--- src/rtl/cpu_pkg.sv ---
// -----------------------------------------------------------------------------
// cpu_pkg
// Shared constants for the 8-bit CPU control path.
//   - opcode encodings (OP_NOP .. OP_HLT)
//   - bit positions of the 16-bit control word (CTRL_HLT .. CTRL_FI)
//   - ctrl_word_t / step_t types and the sequencer run/halt state type
// -----------------------------------------------------------------------------
package cpu_pkg;

   typedef logic [15:0] ctrl_word_t;
   typedef logic [2:0]  step_t;

   typedef enum logic {
      SEQ_RUN  = 1'b0,
      SEQ_HALT = 1'b1
   } seq_state_t;

   localparam logic [3:0] OP_NOP = 4'b0000;
   localparam logic [3:0] OP_LDA = 4'b0001;
   localparam logic [3:0] OP_ADD = 4'b0010;
   localparam logic [3:0] OP_SUB = 4'b0011;
   localparam logic [3:0] OP_STA = 4'b0100;
   localparam logic [3:0] OP_LDI = 4'b0101;
   localparam logic [3:0] OP_JMP = 4'b0110;
   localparam logic [3:0] OP_JC  = 4'b0111;
   localparam logic [3:0] OP_JZ  = 4'b1000;
   localparam logic [3:0] OP_OUT = 4'b1110;
   localparam logic [3:0] OP_HLT = 4'b1111;

   localparam int CTRL_HLT = 15;
   localparam int CTRL_MI  = 14;
   localparam int CTRL_RI  = 13;
   localparam int CTRL_RO  = 12;
   localparam int CTRL_IO  = 11;
   localparam int CTRL_II  = 10;
   localparam int CTRL_AI  = 9;
   localparam int CTRL_AO  = 8;
   localparam int CTRL_EO  = 7;
   localparam int CTRL_SU  = 6;
   localparam int CTRL_BI  = 5;
   localparam int CTRL_OI  = 4;
   localparam int CTRL_CE  = 3;
   localparam int CTRL_CO  = 2;
   localparam int CTRL_J   = 1;
   localparam int CTRL_FI  = 0;

   // Control word driven for the whole time the sequencer sits in HALT.
   localparam ctrl_word_t HALT_WORD = ctrl_word_t'(1) << CTRL_HLT;

endpackage

--- src/rtl/microcode_rom.sv ---
// -----------------------------------------------------------------------------
// microcode_rom
// Purely combinational microcode table: (opcode, step, flags) -> control word
// plus a "last" marker on the final micro-step of each instruction.
// Ports:
//   opcode  in  4   current instruction opcode
//   step    in  3   current micro-step T0..T4
//   flag_c  in  1   ALU carry flag (JC)
//   flag_z  in  1   ALU zero flag (JZ)
//   ctrl    out 16  control word for this step
//   last    out 1   this step is the final one of the instruction
// Configuration macro: MICROSEQ_COND_JUMP_EN -- when undefined, JC and JZ
// decode as NOP and the flags are ignored.
// -----------------------------------------------------------------------------
module microcode_rom
   import cpu_pkg::*;
(
   input  logic [3:0] opcode,
   input  step_t      step,
   input  logic       flag_c,
   input  logic       flag_z,
   output ctrl_word_t ctrl,
   output logic       last
);

`ifndef MICROSEQ_COND_JUMP_EN
   logic unused_flags;
   assign unused_flags = flag_c ^ flag_z;
`endif

   // NOTE: every output gets a default before the case so that no path
   // leaves it unassigned; otherwise synthesis infers a latch.
   always_comb begin
      ctrl = '0;
      last = 1'b0;
      case (step)
         3'd0: begin
            ctrl[CTRL_CO] = 1'b1;
            ctrl[CTRL_MI] = 1'b1;
         end
         3'd1: begin
            ctrl[CTRL_RO] = 1'b1;
            ctrl[CTRL_II] = 1'b1;
            ctrl[CTRL_CE] = 1'b1;
         end
         3'd2: begin
            last = 1'b1;
            case (opcode)
               OP_LDA, OP_ADD, OP_SUB, OP_STA: begin
                  ctrl[CTRL_IO] = 1'b1;
                  ctrl[CTRL_MI] = 1'b1;
                  last          = 1'b0;
               end
               OP_LDI: begin
                  ctrl[CTRL_IO] = 1'b1;
                  ctrl[CTRL_AI] = 1'b1;
               end
               OP_JMP: begin
                  ctrl[CTRL_IO] = 1'b1;
                  ctrl[CTRL_J]  = 1'b1;
               end
`ifdef MICROSEQ_COND_JUMP_EN
               // Flags feed j combinationally so a change within T2 counts.
               OP_JC: begin
                  ctrl[CTRL_IO] = 1'b1;
                  ctrl[CTRL_J]  = flag_c;
               end
               OP_JZ: begin
                  ctrl[CTRL_IO] = 1'b1;
                  ctrl[CTRL_J]  = flag_z;
               end
`endif
               OP_OUT: begin
                  ctrl[CTRL_AO] = 1'b1;
                  ctrl[CTRL_OI] = 1'b1;
               end
               OP_HLT: ctrl[CTRL_HLT] = 1'b1;
               default: ;  // NOP and undefined opcodes: empty T2
            endcase
         end
         3'd3: begin
            last = 1'b1;
            case (opcode)
               OP_LDA: begin
                  ctrl[CTRL_RO] = 1'b1;
                  ctrl[CTRL_AI] = 1'b1;
               end
               OP_STA: begin
                  ctrl[CTRL_AO] = 1'b1;
                  ctrl[CTRL_RI] = 1'b1;
               end
               OP_ADD, OP_SUB: begin
                  ctrl[CTRL_RO] = 1'b1;
                  ctrl[CTRL_BI] = 1'b1;
                  last          = 1'b0;
               end
               default: ;  // unreachable: force a return to T0
            endcase
         end
         default: begin
            // T4, and any out-of-range step, always ends the instruction.
            last = 1'b1;
            if (step == 3'd4 && (opcode == OP_ADD || opcode == OP_SUB)) begin
               ctrl[CTRL_EO] = 1'b1;
               ctrl[CTRL_AI] = 1'b1;
               ctrl[CTRL_FI] = 1'b1;
               ctrl[CTRL_SU] = (opcode == OP_SUB);
            end
         end
      endcase
   end

endmodule

--- src/rtl/microsequencer.sv ---
// -----------------------------------------------------------------------------
// microsequencer
// Fetch/decode/execute control unit for the 8-bit CPU. Holds the micro-step
// counter and the run/HALT state; the control word is decoded combinationally
// by microcode_rom from the current opcode, step and flags.
// Ports:
//   clk     in  1   system clock, rising edge
//   rst     in  1   asynchronous active-high reset
//   opcode  in  4   upper nibble of the instruction register
//   flag_c  in  1   registered ALU carry flag
//   flag_z  in  1   registered ALU zero flag
//   ctrl    out 16  control word {hlt,mi,ri,ro,io,ii,ai,ao,eo,su,bi,oi,ce,co,j,fi}
//   step    out 3   current micro-step T0..T4
//   halted  out 1   high while halted
// Configuration macro: MICROSEQ_COND_JUMP_EN (see microcode_rom).
// -----------------------------------------------------------------------------
module microsequencer
   import cpu_pkg::*;
(
   input  logic        clk,
   input  logic        rst,
   input  logic [3:0]  opcode,
   input  logic        flag_c,
   input  logic        flag_z,
   output logic [15:0] ctrl,
   output logic [2:0]  step,
   output logic        halted
);

   seq_state_t state_q, state_d;
   step_t      step_q, step_d;
   ctrl_word_t rom_ctrl;
   logic       rom_last;

   microcode_rom u_rom (
      .opcode (opcode),
      .step   (step_q),
      .flag_c (flag_c),
      .flag_z (flag_z),
      .ctrl   (rom_ctrl),
      .last   (rom_last)
   );

   // NOTE: state registers use non-blocking assignments so every flop
   // samples the pre-edge value of its neighbours.
   always_ff @(posedge clk or posedge rst) begin
      if (rst) begin
         state_q <= SEQ_RUN;
         step_q  <= '0;
      end else begin
         state_q <= state_d;
         step_q  <= step_d;
      end
   end

   always_comb begin
      state_d = state_q;
      step_d  = step_q;
      ctrl    = rom_ctrl;
      halted  = 1'b0;
      case (state_q)
         SEQ_RUN: begin
            // The hlt bit only appears at T2 of HLT; step stays frozen at 2.
            if (rom_ctrl[CTRL_HLT]) begin
               state_d = SEQ_HALT;
            end else if (rom_last) begin
               step_d = '0;
            end else begin
               step_d = step_q + step_t'(1);
            end
         end
         SEQ_HALT: begin
            ctrl   = HALT_WORD;
            halted = 1'b1;
         end
         default: state_d = SEQ_RUN;
      endcase
   end

   assign step = step_q;

endmodule

--- config.mk ---
export PLATFORM = sky130hd
export DESIGN_NAME = microsequencer
export DESIGN_NICKNAME = d
export VERILOG_FILES = /design/src/rtl/cpu_pkg.sv /design/src/rtl/microcode_rom.sv /design/src/rtl/microsequencer.sv
export SDC_FILE = /design/constraint.sdc
export NUM_CORES = 1
export LEC_CHECK = 0
export BUFFER_PORTS_ARGS = -buffer_cell sky130_fd_sc_hd__buf_4
export CORE_AREA = 2 2 39 41
export CTS_CLUSTER_SIZE = 28
export DETAILED_ROUTE_END_ITERATION = 10
export DIE_AREA = 0 0 41 43
export PLACE_DENSITY = 0.72
export SETUP_SLACK_MARGIN = 0.3
export SLEW_MARGIN = 5
export SYNTH_ARGS = -nofsm -noshare
export SYNTH_HDL_FRONTEND = slang
export SYNTH_SLANG_ARGS = --single-unit
--- constraint.sdc ---
create_clock -name clk -period 4.4 [get_ports clk]
set_input_delay 0.44 -clock clk [delete_from_list [all_inputs] [get_ports clk]]
set_output_delay 0.44 -clock clk [all_outputs]
set_load 0.02 [all_outputs]
==> flow_metrics.py <==
metrics = {
    "power_and_ir_drop": {
        "pwr-share-comb": 0.690,
        "leakagePower_uw": 0.000358,
        "powerDensity_nw_per_um2": 591,
        "ir_drop_v": 0.000302,
        "power_switching_uw": 204,
        "p_sw_frac": 0.498,
        "power.share.clock": 0.110,
        "p_seq_frac": 0.201,
        "intPower_uw": 205,
    },
    "critical_path": {
        "path_max_fanout": 6,
        "required_ns": 3.96,
        "r2r_end": "step[0]",
        "path_cells": "inv_1 -> ha_1 -> nor2b_1 -> nand2_1 -> o31ai_1 -> buf_4",
        "cp_slowest_stage_delay_ns": 0.43,
        "worst_ep_arrival_time_ns": 1.95,
        "worst-path-buf-inv": 2,
        "crit_path_top_delay_cell": "dfrtp_1",
        "rr_startpoint": "step[0]",
        "reg2reg_depth": 6,
        "reg2reg_setup_slack_ns": 2.69,
        "crit_family": "simple AND/OR/NAND/NOR gates",
        "path_class": "reg -> out",
        "startpoint_type": "flip-flop",
        "endpoint_kind": "primary output",
    },
    "finish": {
        "ff_latch_area_um2": 100,
        "finalNonFillerCells": 104,
        "drive_gt1_frac": 0.364,
        "multi_input_area_um2": 330,
        "synthToLayoutAreaGrowth_pct": 39.7,
        "nNetsFinal": 103,
        "final_util": 0.499,
        "fill_cells": 142,
        "diodes": 0,
    },
    "timing": {
        "max_clock_freq_mhz": 418,
        "fin_skew_ns": 0.00138,
        "worst_slew_pin_slew_ns": 0.477,
        "fin_crit_sh": 0.543,
        "slew_violations": 0,
        "hold_viol": 0,
        "setup_violations": 0,
        "timing.setup.tns_ns": 0,
        "rsz0062_at_grt": "false",
        "slew_headroom": 0.681,
        "min_period_ns": 2.39,
    },
    "run": {
        "maxCapViolations": 0,
    },
    "placement": {
        "port_buffers": 25,
        "globalplace.congestion": 0.762,
        "placedCellCount": 101,
        "hpwl_um": 902,
    },
    "floorplan": {
        "rows": 14,
        "design.core.area_um2": 1380,
        "boundaryPins": 28,
        "start_util": 0.357,
        "die_w_um": 41,
        "die-height_um": 43,
        "die-area_um2": 1760,
    },
    "synthesis": {
        "syn_area_um2": 494,
        "syn_nets": 78,
        "yosys_warnings": 0,
        "synth_cell_type_count": 28,
        "synth-seq-area-share": 0.203,
        "yosys.area.top_type_share": 0.203,
        "avgSynthCellArea_um2": 7.60,
        "yosys-top-cells-area": "dfrtp_1, ha_1, nor3_1",
        "post-synth-top-area-cell": "dfrtp_1",
        "synth_seq_cells": 4,
        "syn_inst": 65,
    },
    "clock_network": {
        "clockRootBuffer": "clkbuf_4",
        "cts_made_buffers": 3,
        "clk_latency_ns": 0.23,
        "ctsHoldBuffers": 0,
        "cts_setup_buffers": 0,
        "h-tree-depth": 1,
        "clockBufferDepth": 2,
        "cts.repair.resized": 0,
        "cts_sinks": 4,
        "clkTransAtPathRegs_ns": 0.04,
        "cts_tree": "built",
    },
    "global_routing": {
        "grt_overflow_total": 0,
        "grt_pass1_vias": 425,
        "grt_max_degree": 11,
        "grt_pass1_wl_mm": 1.84,
        "antenna_found_initial": 0,
        "grt_use_total": 0.151,
    },
    "routing": {
        "route.detailed.drc": 0,
        "firstDrtPassIters": 4,
        "vias": 519,
        "drt_wl_total_mm": 1.16,
        "viasPerCell": 4.99,
        "first_iter_violations": 5,
        "ant_nets": 0,
        "post_drt_wl_per_cell_um": 11.1,
    },
    "outcome": {
        "outcome": "finished clean",
    },
    "hold_path": {
        "hold_class": "in -> async",
    },
}
[through the flow]
step / hold WS (ns) / power [uW] / cell area, um^2 / setup WS [ns]
global route: 0.0773 / 453 / 691 / 1.83
finish: 0.0845 / 408 / 691 / 2.01
global placement: 0.329 / 364 / 668 / 2.27
floorplan: 0.206 / 267 / 494 / 2.02
CTS: 0.0817 / 415 / 691 / 1.99
detailed placement: 0.332 / 367 / 668 / 2.25
[cells in the mapped netlist, drive strengths merged]
cell,n
a211oi,1
nand3b,1
dfrtp,4
o21ai,4
inv,8
nand4b,1
and2,1
nor2b,1
a31o,2
clkbuf,2
nor2,5
buf,3
a41o,1
nor3,6
nand2b,2
and3,2
ha,5
o21bai,1
o31ai,3
mux2,1
nand3,1
nand2,8
nor4,1
o21a,1
[per-layer routing]
layer	wire length (um)	global-route usage	vias up
li1	-	-	268
met1	501	0.218	236
met2	602	0.213	15
met3	53	0.0157	0
met4	0	0.0800	0
met5	0	0	-
[cell type report]
| type | instances | share of cell area |
|---|---|---|
| Multi-Input combinational cell | 48 | 0.478 |
| Timing Repair Buffer | 25 | 0.272 |
| Sequential cell | 4 | 0.145 |
| Inverter | 8 | 0.0435 |
| Clock buffer | 3 | 0.0326 |
| Tap cell | 16 | 0.0290 |
[state kept, by name (all words and copies together), names as in the netlist]
name     flops
step         3
state_q      1
[logic make-up after synthesis]
logic type      after synthesis  share of synthesized area
fa+ha+maj                     5                      0.127
simple gates                 29                      0.314
compound gates               13                      0.205
buf+inv                      13                      0.129
flops                         4                      0.203
mux                           1                     0.0228
[worst max path at each step]
stage	slack, ns	endpoint	cells after the start	startpoint
global placement	2.27	ctrl[6]	6	step[0]
finish	2.01	ctrl[14]	6	step[0]
global route	1.83	ctrl[6]	6	step[0]
floorplan	2.02	ctrl[6]	5	step[0]
detailed placement	2.25	ctrl[14]	6	step[0]
CTS	1.99	ctrl[14]	6	step[0]
[power groups by stage]
stage	Combinational [uW]	Clock [uW]	Sequential, uW
after global placement	281	0	82.8
after floorplan	179	0	88.1
final	282	44.8	82.1
after CTS	285	47.3	82.8
after global routing	313	52.4	87.2
after detailed placement	284	0	83.4
[worst reg2reg max path, delay by kind of cell, from the launching register on]
family / cells / cell delay [ns]
simple gates: 2 / 0.58
flops: 1 / 0.43
compound gates: 2 / 0.33
fa+ha+maj: 1 / 0.16
buf+inv: 1 / 0.10
[layout by cell type, fill, tap and decap left out, drive strengths merged]
cell type,instances
nor3,6
inv,8
and3,2
nand2,8
and2,1
mux2,1
clkbuf,3
o31ai,3
buf,25
nor2b,1
a31o,2
ha,5
nand3,1
o21a,1
a211oi,1
nor4,1
nand4b,1
nand2b,2
nand3b,1
o21ai,4
a41o,1
dfrtp,4
nor2,5
o21bai,1
Power figures use the tool's default switching activity.
